==> src/rtl/mem_interface.sv <==
// -----------------------------------------------------------------------------
// mem_interface
//
// Memory interface stage between the datapath bus and a 512x32 asynchronous
// RAM. Holds MAR/MDR and turns single-cycle read/write commands into stable,
// registered RAM strobes. Read data is captured into MDR, and each access ends
// with a one-cycle done pulse.
//
// Handshake: a command (cmd_rd or cmd_wr) is accepted only when it is sampled
// in IDLE with exactly one of the two asserted. Any other command (both
// together, or any command while busy) is dropped and answered with a
// one-cycle cmd_err pulse on the following cycle. busy is high from the
// accepting edge until the edge that returns the block to IDLE.
//
// Ports
//   clock        rising-edge clock
//   clear        asynchronous active-high reset
//   MARin        load MAR from BusMuxOut[8:0] (IDLE only)
//   MDRin        load MDR from BusMuxOut (IDLE only)
//   cmd_rd       start a read at MAR (single-cycle pulse)
//   cmd_wr       start a write of MDR to MAR (single-cycle pulse)
//   BusMuxOut    datapath bus
//   Mdatain      RAM read data
//   ram_read     registered RAM read strobe
//   ram_write    registered RAM write strobe
//   ram_address  current MAR
//   ram_wdata    current MDR
//   MDRout_data  current MDR, to the bus mux
//   busy         high in ACCESS and DONE
//   done         one-cycle completion pulse
//   cmd_err      one-cycle rejected-command pulse
//   state_dbg    current FSM state (0 IDLE, 1 ACCESS, 2 DONE)
// -----------------------------------------------------------------------------
module mem_interface #(
    parameter int unsigned WAIT_CYCLES = 1
) (
    input  logic        clock,
    input  logic        clear,
    input  logic        MARin,
    input  logic        MDRin,
    input  logic        cmd_rd,
    input  logic        cmd_wr,
    input  logic [31:0] BusMuxOut,
    input  logic [31:0] Mdatain,
    output logic        ram_read,
    output logic        ram_write,
    output logic [8:0]  ram_address,
    output logic [31:0] ram_wdata,
    output logic [31:0] MDRout_data,
    output logic        busy,
    output logic        done,
    output logic        cmd_err,
    output logic [1:0]  state_dbg
);

    if (WAIT_CYCLES > 15) begin : g_bad_wait
        $error("mem_interface: WAIT_CYCLES must be in 0..15");
    end

    typedef enum logic [1:0] {
        S_IDLE   = 2'd0,
        S_ACCESS = 2'd1,
        S_DONE   = 2'd2
    } state_t;

    typedef enum logic {
        OP_READ  = 1'b0,
        OP_WRITE = 1'b1
    } op_t;

    localparam logic [3:0] CNT_INIT = 4'(WAIT_CYCLES);

    state_t      state_q;
    op_t         op_q;
    logic [3:0]  cnt_q;
    logic [8:0]  mar_q;
    logic [31:0] mdr_q;
    logic        rd_q;
    logic        wr_q;
    logic        busy_q;
    logic        done_q;
    logic        err_q;

    // Every output is a flop, so nothing combinational runs from the
    // command inputs to the RAM strobes. The strobes are set on the
    // accepting edge and cleared on the edge that enters DONE, giving
    // WAIT_CYCLES+1 cycles of strobe.
    always_ff @(posedge clock or posedge clear) begin
        if (clear) begin
            state_q <= S_IDLE;
            op_q    <= OP_READ;
            cnt_q   <= 4'd0;
            mar_q   <= 9'd0;
            mdr_q   <= 32'd0;
            rd_q    <= 1'b0;
            wr_q    <= 1'b0;
            busy_q  <= 1'b0;
            done_q  <= 1'b0;
            err_q   <= 1'b0;
        end else begin
            done_q <= 1'b0;
            err_q  <= 1'b0;
            case (state_q)
                S_IDLE: begin
                    // Register loads and an accepted command may share a
                    // cycle; the access then sees the new MAR/MDR because
                    // the strobe only rises at this same edge.
                    if (MARin) mar_q <= BusMuxOut[8:0];
                    if (MDRin) mdr_q <= BusMuxOut;
                    if (cmd_rd && cmd_wr) begin
                        err_q <= 1'b1;
                    end else if (cmd_rd || cmd_wr) begin
                        op_q    <= cmd_wr ? OP_WRITE : OP_READ;
                        cnt_q   <= CNT_INIT;
                        rd_q    <= cmd_rd;
                        wr_q    <= cmd_wr;
                        busy_q  <= 1'b1;
                        state_q <= S_ACCESS;
                    end
                end
                S_ACCESS: begin
                    // MAR/MDR are frozen here so address and write data
                    // stay stable for the whole strobe.
                    if (cmd_rd || cmd_wr) err_q <= 1'b1;
                    if (cnt_q != 4'd0) begin
                        cnt_q <= cnt_q - 4'd1;
                    end else begin
                        if (op_q == OP_READ) mdr_q <= Mdatain;
                        rd_q    <= 1'b0;
                        wr_q    <= 1'b0;
                        done_q  <= 1'b1;
                        state_q <= S_DONE;
                    end
                end
                S_DONE: begin
                    if (cmd_rd || cmd_wr) err_q <= 1'b1;
                    busy_q  <= 1'b0;
                    state_q <= S_IDLE;
                end
                default: begin
                    rd_q    <= 1'b0;
                    wr_q    <= 1'b0;
                    busy_q  <= 1'b0;
                    state_q <= S_IDLE;
                end
            endcase
        end
    end

    assign ram_read    = rd_q;
    assign ram_write   = wr_q;
    assign ram_address = mar_q;
    assign ram_wdata   = mdr_q;
    assign MDRout_data = mdr_q;
    assign busy        = busy_q;
    assign done        = done_q;
    assign cmd_err     = err_q;
    assign state_dbg   = state_q;

endmodule
==> config.mk <==
export PLATFORM = sky130hd
export DESIGN_NAME = mem_interface
export DESIGN_NICKNAME = d
export VERILOG_FILES = /design/src/rtl/mem_interface.sv
export SDC_FILE = /design/constraint.sdc
export NUM_CORES = 1
export LEC_CHECK = 0
export BUFFER_PORTS_ARGS = -buffer_cell sky130_fd_sc_hd__buf_2
export CAP_MARGIN = 20
export CELL_PAD_IN_SITES_DETAIL_PLACEMENT = 0
export CELL_PAD_IN_SITES_GLOBAL_PLACEMENT = 2
export CORE_MARGIN = 3
export CORE_UTILIZATION = 28
export CTS_BUF_LIST = sky130_fd_sc_hd__clkbuf_8
export DETAILED_ROUTE_END_ITERATION = 8
export PLACE_DENSITY_LB_ADDON = 0.25
export SYNTH_ARGS = -nofsm -noshare
export SYNTH_HDL_FRONTEND = slang
export SYNTH_SLANG_ARGS = --single-unit
==> constraint.sdc <==
create_clock -name clock -period 2.7 [get_ports clock]
set_input_delay 0.54 -clock clock [delete_from_list [all_inputs] [get_ports clock]]
set_output_delay 0.54 -clock clock [all_outputs]
set_load 0.01 [all_outputs]
Word-level counts from Yosys, hierarchy flattened
Index checks and enable logic that the tools add are counted.
{ "classes": {"n_bitwise": 3, "eq_ne": 8, "mux": 28, "reduce_logical": 13, "addsub": 1} }
{ "ops": {"columns": ["cell", "n"], "rows": [
  ["2-to-1 mux 32 bit", 3],
  ["case mux 32 bit (2 select lines)", 1],
  ["2-to-1 mux 1 bit", 12],
  ["2-to-1 mux 4 bit", 3],
  ["!= test 2 bit, second input constant", 6],
  ["AND reduction 4 bit", 3],
  ["AND reduction 3 bit", 3],
  ["case mux 4 bit (2 select lines)", 1],
  ["2-to-1 mux 2 bit", 3],
  ["case mux 1 bit (3 select lines)", 2],
  ["case mux 1 bit (2 select lines)", 2],
  ["case mux 2 bit (2 select lines)", 1],
  ["nonzero test 4 bit", 1],
  ["subtractor 4 x 1 -> 4 bit, second input constant", 1],
  ["NOT 1 bit", 3],
  ["equality test 2 x 1 -> 1 bit, second input constant", 1],
  ["equality test 2 bit, second input constant", 1],
  ["zero test 2 bit", 1],
  ["AND reduction 2 bit", 1],
  ["nonzero test 2 bit", 1],
  ["OR reduction 2 bit", 1],
  ["logical AND 1 bit", 1],
  ["logical OR 1 bit", 1]
]} }
{ "word_totals": {"ff_bits": 53} }

Logic depth before layout (Yosys ltp)
{ "depth": {"word_depth": 4, "depth_mapped": 7, "mapped_depth_nobuf": 5} }

Worst setup path before layout
Ideal clock, no wire load.
{ "synth_path": {"path_type": "register to register", "start": "register cnt_q[0]", "end": "register mdr_q[0], in the netlist MDRout_data[0]", "path_slack_ns": 0.579, "t_required_ns": 2.575, "synth_period_minus_slack_ns": 2.121, "arrival_ns": 1.997, "path_buffers": 2, "path_stages_with_launch": 8, "path_cell_list": "dfrtp_1 inv_1 ha_1 or3b_1 buf_2 a221oi_4 buf_6 mux2_2"} }
{ "synth_between": {"elab_chain_cells": 3} }
{ "synth_rtl": {"columns": ["element", "line_no", "text"], "rows": [
  ["start: declaration", "75", "logic [3:0] cnt_q;"],
  ["start signal: assignment", "126", "cnt_q <= cnt_q - 4'd1;"],
  ["nonzero test 4 bit", "125", "if (cnt_q != 4'd0) begin"],
  ["!= test 2 bit (no source line)", null, null],
  ["AND reduction 4 bit (no source line)", null, null],
  ["end signal: assignment", "109", "if (MDRin) mdr_q <= BusMuxOut;"],
  ["end signal: assignment", "128", "if (op_q == OP_READ) mdr_q <= Mdatain;"],
  ["end: declaration", "77", "logic [31:0] mdr_q;"]
]} }
Every way passes these cells.
A chain may end at the register's enable or synchronous reset.

Final worst setup path
{ "layout_path": {"start": "register cnt_q[0]", "end": "register mdr_q[22], in the netlist MDRout_data[22]"} }
Same word-level chain as after synthesis.

==> impl_metrics.yaml <==
logic_synthesis:
  synth_top_family_by_area: "multiplexers"
  synth_nets: 311
  ys_seq_area_frac: 0.4589
  synth-adder-area-share: 0.03896
  ys_types: 31
  synth_xor_area_frac: 0
  synth_area_per_cell_sq_um: 12.46
  synth-simple-area-share: 0.03117
  yosys_register_bits: 53
  synth_compound_area_frac: 0.05714
  yosys_warnings: 0
  synth_edf_count: 0
  syn_area_sq_um: 2890
  yosys_most_used_dff: "dfrtp_1"
  async_reset_ff_frac: 1.000
  netlist_instances: 232
  synthMuxAreaShare: 0.2952
place:
  numPortBuffers: 149
  dpl.hpwl_mm: 5.386
  globalplace.congestion: 0.7367
  place_area_sq_um: 3548
sta:
  fin_tns_setup_ps: 0
  setup_viol: 0
  fin_crit_sh: 0.8583
  worst_pin_slew_ps: 478.6
  max_freq_mhz: 431.5
  hold_viol_final: 0
  final.setup_skew_ps: 5.000
  rsz0062_at_grt: "no"
  fin_crit_ps: 2318
  slew_headroom: 0.6790
  maxSlewViolCount: 0
grt:
  grt_pass1_vias: 2179
  antenna_found_initial: 1
  grt_overflow: 0
  grt_pass1_wl_mm: 11.22
  grt_start_max_net_pins: 22
  track_usage: 0.1232
clocking:
  cts-buffers-inserted: 5
  post_cts_buffers: 0
  clock_latency_ps: 310
  clock_tree.root_cell: "clkbuf_8"
  hold_buffers: 0
  h-tree-depth: 2
  cts_buffer_depth: 2
  cts_tree: "done"
  cts_resized: 0
  path_clk_slew_ps: 100
  clock_sinks: 53
floorplan:
  die_h_um: 107.6
  die_x_um: 107.6
  design.core.area_sq_um: 9910
  die-area_sq_um: 11580
  rows: 36
  io_pins: 150
  start_util: 0.2917
power_and_ir_drop:
  cellPowerDensity_nw_per_um2: 1250
  p_total_mw: 4.545
  p_leak_nw: 1.785
  vdd_ir_drop_max_mv: 0.4601
setup_path:
  critical_path.top_delay_family: "simple AND/OR/NAND/NOR gates"
  crit_arrival_ps: 2510
  cp_max_fo: 17
  cp-end-kind: "register"
  worstSetupPathType: "register to register"
  cp.required_ps: 2900
  cp_cell_sequence: "inv_1 -> ha_1 -> or3b_1 -> a221oi_4 -> buf_4 -> mux2_2"
  worst_path_largest_cell_delay_ps: 530
  crit_buf_inv: 2
  cp-start-kind: "register"
  cpMaxStageDelayCell: "or3b_1"
finish:
  fillers: 1039
  ff_latch_area_sq_um: 1326
  fin_nets: 431
  drive_above_1_share: 0.6742
  final_area_sq_um: 3635
  syn2layout_area_growth_pct: 25.76
  layout_common_cells: "149 x buf_2, 73 x mux2_2, 53 x dfrtp_1, 11 x inv_1"
  final_common_cell: "buf_2"
  multiInputGateArea_sq_um: 1224
  diodes: 0
flow_run:
  max-cap-violations: 0
detailed_routing:
  vias: 2110
  ant_nets: 0
  topRoutingLayerUsed: "met5"
  viasPerCell: 4.342
  wire_per_inst_um: 14.57
  wl_met1_mm: 3.001
  wl_met2_mm: 3.394
  wl_met3_um: 614
  drtPass1Iterations: 4
  wl_mm: 7.079
  drc: 0
  drt_iter0_markers: 51
run_status:
  status: "completed"
min_path:
  hp-class: "primary input to async pin"
[cell usage after synthesis, types with 2 or more instances]
cell type,number,share of area
mux2_2,73,0.28
a31oi_1,2,0.0043
o21ai_0,8,0.014
dfrtp_1,53,0.46
nand2_1,8,0.010
buf_4,32,0.083
ha_1,9,0.039
mux2i_1,2,0.0069
a21oi_1,4,0.0069
clkbuf_1,5,0.0065
nor2_1,3,0.0039
nor2b_1,2,0.0043
buf_6,3,0.012
inv_1,11,0.014
[final timing paths]
kind,start,endpoint,slack [ps],depth (start not counted)
worst max register to register,cnt_q[0],MDRout_data[22],380,6
worst min-delay path,clear,done,180,2
worst min register to register,ram_address[2],ram_address[2],510,1
max in group asynchronous,clear,MDRout_data[11],1910,3
worst max-delay path,cnt_q[0],MDRout_data[22],380,6
min in group clock,BusMuxOut[5],ram_address[5],470,2
[worst register-to-register path, cell delays in order, from the launching register on]
cell and delay, ps:
dfrtp_1 440, inv_1 90, ha_1 170, or3b_1 530, a221oi_4 320, buf_4 290
mux2_2 370
[power breakdown]
| part | total (mW) | leakage [nW] | internal, mW | switching, mW |
|---|---|---|---|---|
| Clock | 0.454 | 0.0497 | 0.182 | 0.272 |
| Sequential | 1.49 | 0.630 | 1.20 | 0.284 |
| Combinational | 2.60 | 1.11 | 1.35 | 1.26 |
| Total | 4.54 | 1.79 | 2.73 | 1.81 |
[cell type report]
class / count / share of cell area
Timing Repair Buffer: 155 / 0.2176
Clock buffer: 5 / 0.01893
Sequential cell: 53 / 0.3649
Inverter: 11 / 0.01136
Clock inverter: 3 / 0.004819
Tap cell: 133 / 0.04578
Multi-Input combinational cell: 126 / 0.3367
[registers in the layout (all words and copies together) (netlist names)]
register	cells
MDRout_data	32
busy	1
cmd_err	1
cnt_q	4
done	1
op_q	1
ram_address	9
ram_read	1
ram_write	1
state_dbg	2
[kinds of logic after synthesis]
| group | Yosys count |
|---|---|
| adders and majority gates | 9 |
| muxes | 76 |
| and+or+nand+nor | 18 |
| AOI/OAI and AO/OA | 23 |
| buffers and inverters | 53 |
| DFF | 53 |
[stage by stage]
step / utilization / hold slack [ps] / std cells / setup slack (ps)
after global routing: 0.3668 / 207.2 / 486 / 215.9
after global placement: 0.3581 / 483.9 / 478 / 440.4
final: 0.3668 / 184.2 / 486 / 382.5
after detailed placement: 0.3581 / 490.7 / 478 / 386.3
after CTS: 0.3668 / 198.2 / 486 / 368.7
after floorplan: - / 449.8 / 232 / 578.7
[per-layer routing]
metal | track usage | up-vias
li1 | - | 1007
met1 | 0.1600 | 996
met2 | 0.2029 | 98
met3 | 0.03599 | 7
met4 | 0.02705 | 2
met5 | 0 | -
Note: power is estimated with default switching activity, not from simulation.
